===== src/rtl/gcd_job_sequencer.sv =====
// gcd_job_sequencer: buffers operand pairs in a FIFO, issues one GCD core job at a time and
// returns the result on a valid/ready sink. Optional RUN timeout: define GCD_SEQ_TIMEOUT_EN.
module gcd_job_sequencer #(
  parameter int FIFO_DEPTH     = 4,
  parameter int WIDTH          = 63,
  parameter int TIMEOUT_CYCLES = 1024
) (
  input  logic             clock,
  input  logic             reset,
  input  logic             in_valid,
  output logic             in_ready,
  input  logic [WIDTH-1:0] in_a,
  input  logic [WIDTH-1:0] in_b,
  output logic             out_valid,
  input  logic             out_ready,
  output logic [WIDTH-1:0] out_result,
  output logic             out_err,
  output logic [WIDTH-1:0] gcd_a,
  output logic [WIDTH-1:0] gcd_b,
  output logic             gcd_load,
  input  logic             gcd_valid,
  input  logic [WIDTH-1:0] gcd_result
);

  localparam int PTR_W = (FIFO_DEPTH > 1) ? $clog2(FIFO_DEPTH) : 1;
  localparam int CNT_W = $clog2(FIFO_DEPTH + 1);
  localparam logic [WIDTH-1:0] MIN_VAL  = {1'b1, {(WIDTH-1){1'b0}}};
  localparam logic [WIDTH-1:0] ZERO_VAL = {WIDTH{1'b0}};

  typedef enum logic [1:0] {
    IDLE = 2'd0,
    LOAD = 2'd1,
    RUN  = 2'd2,
    DONE = 2'd3
  } state_t;

  function automatic logic [WIDTH-1:0] abs_mag(input logic [WIDTH-1:0] v);
    if (v[WIDTH-1]) begin
      return ~v + {{(WIDTH-1){1'b0}}, 1'b1};
    end else begin
      return v;
    end
  endfunction

  state_t               state_r, state_s;
  logic [2*WIDTH-1:0]   mem_r [FIFO_DEPTH];
  logic [PTR_W-1:0]     wr_ptr_r, rd_ptr_r;
  logic [CNT_W-1:0]     count_r, count_s;
  logic                 in_ready_r;
  logic                 push_s, pop_s;
  logic [2*WIDTH-1:0]   head_s;
  logic [WIDTH-1:0]     head_a_s, head_b_s;
  logic                 out_valid_r, out_err_r, gcd_load_r;
  logic [WIDTH-1:0]     out_result_r, gcd_a_r, gcd_b_r;
  logic                 err_s;
  logic [WIDTH-1:0]     result_s, gcd_a_s, gcd_b_s;

  // A full FIFO refuses a push even when a pop happens in the same cycle.
  assign push_s   = in_valid && in_ready_r;
  assign pop_s    = (state_r == IDLE) && (count_r != {CNT_W{1'b0}});
  assign head_s   = mem_r[rd_ptr_r];
  assign head_a_s = head_s[2*WIDTH-1:WIDTH];
  assign head_b_s = head_s[WIDTH-1:0];

`ifdef GCD_SEQ_TIMEOUT_EN
  localparam int RUN_W = $clog2(TIMEOUT_CYCLES + 1);
  logic [RUN_W-1:0] run_cnt_r;
  logic             timeout_s;

  assign timeout_s = (run_cnt_r == RUN_W'(TIMEOUT_CYCLES - 1));

  // RUN-cycle counter, cleared while the job is being loaded.
  always_ff @(posedge clock or posedge reset) begin
    if (reset) begin
      run_cnt_r <= {RUN_W{1'b0}};
    end else if (state_r == LOAD) begin
      run_cnt_r <= {RUN_W{1'b0}};
    end else if (state_r == RUN) begin
      run_cnt_r <= run_cnt_r + RUN_W'(1);
    end else begin
      run_cnt_r <= run_cnt_r;
    end
  end
`endif

  // FIFO storage; emptiness is tracked by count_r, so the data needs no reset.
  always_ff @(posedge clock) begin
    if (push_s) begin
      mem_r[wr_ptr_r] <= {in_a, in_b};
    end
  end

  // Occupancy update.
  always_comb begin
    count_s = count_r;
    if (push_s && !pop_s) begin
      count_s = count_r + CNT_W'(1);
    end else if (!push_s && pop_s) begin
      count_s = count_r - CNT_W'(1);
    end else begin
      count_s = count_r;
    end
  end

  // Next state; the popped pair is classified in the pop cycle itself.
  always_comb begin
    state_s  = state_r;
    err_s    = out_err_r;
    result_s = out_result_r;
    gcd_a_s  = gcd_a_r;
    gcd_b_s  = gcd_b_r;
    case (state_r)
      IDLE: begin
        if (!pop_s) begin
          state_s = IDLE;
        end else if (head_a_s == MIN_VAL || head_b_s == MIN_VAL) begin
          state_s  = DONE;
          err_s    = 1'b1;
          result_s = ZERO_VAL;
        end else if (head_a_s == ZERO_VAL || head_b_s == ZERO_VAL) begin
          state_s  = DONE;
          err_s    = 1'b0;
          result_s = abs_mag(head_a_s) + abs_mag(head_b_s);
        end else begin
          state_s = LOAD;
          gcd_a_s = head_a_s;
          gcd_b_s = head_b_s;
        end
      end
      // gcd_valid still reflects the previous job here, so it is not looked at.
      LOAD: state_s = RUN;
      RUN: begin
        if (gcd_valid) begin
          state_s  = DONE;
          err_s    = 1'b0;
          result_s = gcd_result;
        end
`ifdef GCD_SEQ_TIMEOUT_EN
        else if (timeout_s) begin
          state_s  = DONE;
          err_s    = 1'b1;
          result_s = ZERO_VAL;
        end
`endif
        else begin
          state_s = RUN;
        end
      end
      DONE: begin
        if (out_ready) begin
          state_s = IDLE;
        end else begin
          state_s = DONE;
        end
      end
      default: state_s = IDLE;
    endcase
  end

  // State, FIFO pointers and all registered outputs.
  always_ff @(posedge clock or posedge reset) begin
    if (reset) begin
      state_r      <= IDLE;
      wr_ptr_r     <= {PTR_W{1'b0}};
      rd_ptr_r     <= {PTR_W{1'b0}};
      count_r      <= {CNT_W{1'b0}};
      in_ready_r   <= 1'b0;
      out_valid_r  <= 1'b0;
      out_err_r    <= 1'b0;
      out_result_r <= ZERO_VAL;
      gcd_load_r   <= 1'b0;
      gcd_a_r      <= ZERO_VAL;
      gcd_b_r      <= ZERO_VAL;
    end else begin
      state_r      <= state_s;
      wr_ptr_r     <= push_s ? wr_ptr_r + PTR_W'(1) : wr_ptr_r;
      rd_ptr_r     <= pop_s ? rd_ptr_r + PTR_W'(1) : rd_ptr_r;
      count_r      <= count_s;
      in_ready_r   <= (count_s != CNT_W'(FIFO_DEPTH));
      out_valid_r  <= (state_s == DONE);
      out_err_r    <= err_s;
      out_result_r <= result_s;
      gcd_load_r   <= (state_s == LOAD);
      gcd_a_r      <= gcd_a_s;
      gcd_b_r      <= gcd_b_s;
    end
  end

  assign in_ready   = in_ready_r;
  assign out_valid  = out_valid_r;
  assign out_err    = out_err_r;
  assign out_result = out_result_r;
  assign gcd_load   = gcd_load_r;
  assign gcd_a      = gcd_a_r;
  assign gcd_b      = gcd_b_r;

endmodule


===== config.mk =====
export PLATFORM = sky130hd
export DESIGN_NAME = gcd_job_sequencer
export DESIGN_NICKNAME = d
export VERILOG_FILES = /design/src/rtl/gcd_job_sequencer.sv
export SDC_FILE = /design/constraint.sdc
export NUM_CORES = 1
export LEC_CHECK = 0
export CAP_MARGIN = 20
export CORE_ASPECT_RATIO = 0.5
export CORE_MARGIN = 5
export CORE_UTILIZATION = 61
export DETAILED_ROUTE_END_ITERATION = 8
export GPL_TIMING_DRIVEN = 1
export PLACE_DENSITY = 0.86
export SLEW_MARGIN = 20
export SYNTH_ARGS = -nofsm -noshare
export SYNTH_HDL_FRONTEND = slang
export SYNTH_SLANG_ARGS = --single-unit

===== constraint.sdc =====
create_clock -name clock -period 20.1 [get_ports clock]
set_clock_uncertainty 0.1 [all_clocks]
set_input_delay 3.015 -clock clock [delete_from_list [all_inputs] [get_ports clock]]
set_output_delay 3.015 -clock clock [all_outputs]
set_load 0.05 [all_outputs]

==> summary.md, run 1 <==
| Metric | Value |
|---|---|
| Placed cell area | 37,400 µm² |
| R2R setup slack | 12,010 ps |
| Final min period | slightly above 8000 ps |
| Crit. End Element | flip-flop |
| Row cnt | 60 |
| Max Cap Viol | 0 |
| Die area | 59,000 µm² |
| Syn Nets | 2,576 |
| # fillers | 3,346 |
| Worst-Skew Late Latency | 620 ps |
| Worst Setup Start Kind | flip-flop |
| Die Y-Extent | 174 µm |
| Worst Setup SP | rd_ptr_r[0] |
| Die Width | 339 µm |
| Largest net degree at the start of global routing | 95 |
| DRT Pass-1 Iters | 6 |
| Crit share post-route | 40.3% |
| CTS H-tree lvls | 2 |
| CP Max Fanout | 44 |
| Area contributors post-synth | edfxtp_1 (46%), dfrtp_1 (15%), mux4_2 (8.5%), xnor2_1 (2.8%), ha_1 (2.7%) |
| Initial drt markers | 2,761 |
| Non-filler cells, final | 3,442 |
| Most common flop cell mapped by yosys | edfxtp_1 |
| RSZ-0062 raised after global routing | false |
| Initial Util | roughly three fifths |
| Core area | 53,600 µm² |
| Placed Cells | 3,325 |
| RePlAce Congestion | between 0.9 and 1 |
| Gr usage total | 32.3% |
| DRC | 0 |
| Fmax achieved | 124 MHz |
| Number of antenna violations at the first check in global routing | 6 |
| Setup TNS | 0 ps |
| Distinct cell type count after synthesis | 82 |
| Post-Layout Inst Area | 39,300 µm² |
| Vias | 22,509 |
| Worst Hold Launch | out_result[29] |
| Clock transition at path regs | 70 ps |
| Final Setup Violations | 0 |
| R2R depth | 19 |
| Fin Hold WS | 386 ps |
| Port buffer count | 386 |
| Async S/R FF share, synth | between 20% and 30% |
| Slew HR | about a quarter |
| Ports | approximately 390 |
| Post-CTS setup buffers | 0 |
| Kind of critical path | reg -> reg |
| Num CTS Buffers | 58 |
| HPWL Detailed | slightly below 70,000 µm |
| Post-CTS sizing | 0 |
| TritonCTS clock tree | done |
| Share of layout cells above drive strength 1 | between 10% and 20% |
| Overflow after GRT | 0 |
| Yosys reg bits | a little over 700 |
| Worst reg2reg path startpoint | rd_ptr_r[0] |
| Synthesized area | 32,900 µm² |
| Max clock buf depth | 3 |
| Avg Inst Size Synth | 14.3 µm² |
| Final Max Tran Viols | 0 |
| Hold crit path type | reg -> reg |
| Status | finished, final reports clean |
| Reg-to-reg endpoint | out_result[46] |
| Hold endpoint | out_result[29] |
| Vias per cell | 6.54 |
| Yosys top cell area share | 45.9% |
| Post-synth top area cell | edfxtp_1 |
| Worst path required time | 20,500 ps |
| Mapped Cells | between 2,000 and 2,500 |
| Synth warnings | 0 |
| Final ANT Viol Nets | 0 |
| Least-Margin Pin Slew | 1110 ps |
| Critical Path AT | 8490 ps |
| First-pass GRT wire length | 145,000 µm |
| Final Hold Viols | 0 |
| Wire per inst | 27.9 µm |
| Sequential-to-total area share from yosys stat | 61.3% |
| Post-synth EDFFs | 504 |
| Root Buffer | clkbuf_16 |
| Layout area overhead | 19.3% |
| Fin nets | about 2,900 |
| Clock sinks | 706 |
| Vias in the first global route | 22,528 |
| Hold depth | 2 |
| Cts hold-fix bufs | 0 |
| Routed Wire Length | 96,200 µm |
==> stage by stage <==
stage | utilization, % | worst slack, ps
6_report | 73.3 | 12010
5_1_grt | 73.3 | 11330
4_1_cts | 73.3 | 12110
3_5_place_dp | 69.7 | 12140
3_3_place_gp | 69.7 | 12150
2_1_floorplan | - | 11470
==> worst max-delay path: stages (launching register included) <==
cell,delay [ps]
dfrtp_4,780
buf_4,800
mux4_2,700
or4_4,570
or4_4,570
or2_1,370
nor4_4,370
nand2b_1,300
nand2_1,220
xor2_1,280
ha_1,450
nand2_1,100
nor2_1,370
nand2_1,160
or3_1,330
o21ai_0,650
a21oi_1,210
xnor2_1,250
a221oi_1,300
nor2_1,80
==> layout by cell type, fill, tap and decap left out, drive strengths merged, types with 9 or more instances in the layout <==
cell           count
a31oi             21
o211ai             9
clkbuf            87
nor4              15
mux2             120
a21oi            150
inv               46
a221oi            24
buf               28
nor2             160
o21ai            100
a21o              31
o21bai            11
clkinv            15
or3               24
ha                71
o31ai             17
xor2              75
nand2            123
nand4             20
or2               17
o41ai             16
o21a              12
edfxtp           504
clkdlybuf4s50    386
nor3              61
mux4             125
or4               14
nand3             18
xnor2            107
and3              16
nand2b            14
dfrtp            202
==> final cells by class <==
class	count	area [µm²]	share of cell area (%)
Timing Repair Buffer	414	4080	10.4
Inverter	44	173	0.439
Multi-Input combinational cell	1449	12000	30.6
Antenna cell	6	15.0	0.0382
Clock inverter	23	199	0.506
Sequential cell	706	20200	51.4
Tap cell	713	892	2.27
Clock buffer	87	1720	4.37
==> registers in the layout, indices dropped and copies added (netlist names) <==
register    count
gcd_load        1
out_err         1
rd_ptr_r        2
in_ready        1
gcd_a          63
count_r         3
mem_r         504
out_valid       1
gcd_b          63
wr_ptr_r        2
out_result     63
state_r         2
==> layer usage <==
layer  up-vias  share of wire (%)  routed length [µm]  GRT usage, %
met2      1225                 49               46800          53.1
met1     11468                 40               38000          45.1
met3       213                8.8                8480          6.18
li1       9599                  -                   -             -
met5         -              0.031                  30             0
met4         4                2.9                2800          8.34
==> cells in the mapped netlist, types with 24 or more instances <==
cell type / count
a21o_1: 31
a21oi_1: 150
a221oi_1: 24
buf_2: 25
clkbuf_1: 55
dfrtp_1: 202
edfxtp_1: 504
ha_1: 71
inv_1: 43
mux2_1: 50
mux2_2: 70
mux4_2: 125
nand2_1: 123
nor2_1: 160
nor3_1: 60
o21ai_0: 90
xnor2_1: 107
xor2_1: 75
==> cell families after synthesis <==
logic type / after synthesis / synth area share, %
flip-flops: 706 / 61.3
AND/OR/NAND/NOR: 507 / 7.52
AO/OA/AOI/OAI: 435 / 8.32
multiplexers: 251 / 12.8
XOR/XNOR: 182 / 4.84
buffers and inverters: 155 / 2.40
adder cells (fa/ha/maj): 74 / 2.82
==> how the worst max path moves through the flow <==
stage,endpoint,slack (ps),cells past startpoint
3_5_place_dp,out_result[42],12140,19
3_3_place_gp,out_result[42],12150,19
2_1_floorplan,count_r[0],11470,1
6_report,out_result[46],12010,19
5_1_grt,out_result[56],11330,21
4_1_cts,out_result[46],12110,19
Power of run 1 is left out: the tool's default activity adds up to more than one toggle a clock period on the data nets, which glitch-free logic cannot reach.
==> inputs of run 2 (changes only) <==
--- a/config.mk
+++ b/config.mk
@@ -8,10 +8,10 @@
 export CAP_MARGIN = 20
 export CORE_ASPECT_RATIO = 0.5
 export CORE_MARGIN = 5
-export CORE_UTILIZATION = 61
+export CORE_UTILIZATION = 57
 export DETAILED_ROUTE_END_ITERATION = 8
 export GPL_TIMING_DRIVEN = 1
-export PLACE_DENSITY = 0.86
+export PLACE_DENSITY = 0.81
 export SLEW_MARGIN = 20
 export SYNTH_ARGS = -nofsm -noshare
 export SYNTH_HDL_FRONTEND = slang
==> constraint.sdc (replaced) <==
create_clock -name clock -period 8.1 [get_ports clock]
set_clock_uncertainty 0.1 [all_clocks]
set_input_delay 1.215 -clock clock [delete_from_list [all_inputs] [get_ports clock]]
set_output_delay 1.215 -clock clock [all_outputs]
set_load 0.05 [all_outputs]
==> summary.md, run 2 (synthesis results as in run 1) <==
| Metric | Value |
|---|---|
| Least-Margin Pin Slew | 1140 ps |
| Max reg flops | between 500 and 600 |
| Final Hold Viols | 0 |
| Clock sinks | between 700 and 800 |
| Root Buffer | clkbuf_16 |
| Largest net degree at the start of global routing | 112 |
| Hold endpoint | out_result[29] |
| Vias per cell | 6.39 |
| Max Cap Viol | 0 |
| Die Width | ~350 µm |
| Kind of critical path | reg -> reg |
| Final Max Tran Viols | 0 |
| Fin nets | 2,949 |
| Crit share post-route | between 80% and 90% |
| CP Max Fanout | 26 |
| Initial Util | 57.5% |
| Family with the most delay on the worst path | compound AO/OA/AOI/OAI gates |
| Worst Setup Start Kind | flip-flop |
| CTS H-tree lvls | 2 |
| Crit. End Element | flip-flop |
| Worst reg2reg path startpoint | rd_ptr_r[0] |
| Critical path depth | 21 |
| Post-Layout Inst Area | about 40,000 µm² |
| Die Y-Extent | 180 µm |
| Layout area overhead | 20.3% |
| Overflow after GRT | 0 |
| Die area | 63,000 µm² |
| Clock transition at path regs | 70 ps |
| R2R setup slack | 910 ps |
| Status | finished, final reports clean |
| Vias in the first global route | around 23,000 |
| Reg-to-reg endpoint | out_result[56] |
| Wire per inst | ~28 µm |
| R2R depth | 21 |
| CP max stage delay | 760 ps |
| Number of antenna violations at the first check in global routing | 10 |
| Vias | around 22,000 |
| Ports | about 390 |
| Most frequent cells in the layout | edfxtp_1 (504), clkdlybuf4s50_1 (386), dfrtp_1 (200) |
| Gr usage total | a little under a third |
| Fmax achieved | 139 MHz |
| Final ANT Viol Nets | 0 |
| Row cnt | 62 |
| HPWL Detailed | 70,900 µm |
| Post-CTS sizing | 0 |
| First-pass GRT wire length | 148,000 µm |
| Slew HR | 23.7% |
| Worst path cell trace | buf_4 -> mux4_2 -> inv_1 -> ha_1 -> inv_1 -> nor4_2 -> nand2_1 -> or3_1 -> o31ai_1 -> xnor2_1 -> ha_1 -> nand2_1 -> o21ai_0 -> nor2_1 -> o2bb2ai_1 -> a31oi_1 -> a21oi_1 -> o21ai_0 -> a221oi_1 -> xor2_1 -> o211ai_1 |
| Max clock buf depth | 3 |
| Initial drt markers | 2,480 |
| Share of layout cells above drive strength 1 | roughly 13% |
| Reg with most FFs | mem_r |
| Worst-Skew Late Latency | 620 ps |
| DRT Pass-1 Iters | 5 |
| Crit-path slowest cell | dfrtp_4 |
| Routed Wire Length | 99,300 µm |
| RePlAce Congestion | about 0.98 |
| Final Util | 69.1% |
| Placed cell area | around 38,000 µm² |
| Setup TNS | 0 ps |
| Worst Hold Launch | out_result[29] |
| Worst path required time | 8530 ps |
| Hold depth | 2 |
| Post-CTS setup buffers | 0 |
| Critical Path AT | 7620 ps |
| Final min period | 7190 ps |
| TritonCTS clock tree | done |
| Final Setup Violations | 0 |
| Num CTS Buffers | between 50 and 60 |
| Most common cell after layout, fill and taps aside | edfxtp_1 |
| Core area | 57,300 µm² |
| WP buf/inv | 3 |
| RSZ-0062 raised after global routing | false |
| Port buffer count | 386 |
| DRC | 0 |
| Hold crit path type | reg -> reg |
| Cts hold-fix bufs | 0 |
[run 2: cell types whose count changed in the layout (fill, tap and decap cells not counted), sizes merged]
| cell | before | now |
|---|---|---|
| diode | 6 | 9 |
| buf | 28 | 38 |
| clkbuf | 87 | 68 |
| clkinv | 15 | 23 |
| bufinv | 3 | 11 |
| clkinvlp | 3 | 5 |
[run 2: worst min-delay path, cell delays in order (launching register included)]
cell,delay [ps]
dfrtp_1,340
nand2_1,40
o21ai_0,60
[run 2: worst max path at each step]
stage,startpoint,endpoint
after floorplan,reset,count_r[0]
after global placement,rd_ptr_r[0],out_result[61]
after detailed placement,rd_ptr_r[0],out_result[61]
after CTS,rd_ptr_r[0],out_result[56]
after global routing,rd_ptr_r[0],out_result[56]
final,rd_ptr_r[0],out_result[56]
[run 2: metal layers]
layer | vias up | global-route usage (%) | share of wire, %
met3 | 170 | 6.52 | 8.9
met5 | - | 0 | 0.013
met4 | 2 | 8.37 | 2.5
met1 | 11451 | 43.9 | 40
li1 | 9621 | - | -
met2 | 1169 | 50.6 | 48
[run 2: cell type report]
| type | count | area (µm²) |
|---|---|---|
| antenna | 9 | 22.5 |
| clock buffer | 68 | 1520 |
| clock inverter | 41 | 500 |
| fill | 3813 | 17700 |
| inverter | 44 | 173 |
| multi-input combinational | 1449 | 12000 |
| sequential | 706 | 20200 |
| tap | 768 | 961 |
| timing repair buffer | 424 | 4220 |
[run 2: through the flow]
step / hold WS, ps / worst slack (ps) / std cells
5_1_grt: 419 / 410 / 3506
4_1_cts: 387 / 1030 / 3500
6_report: 385 / 913 / 3509
3_3_place_gp: 369 / 1100 / 3391
2_1_floorplan: 351 / 1270 / 2310
3_5_place_dp: 375 / 1050 / 3391
Power of run 2 is left out for the same reason.
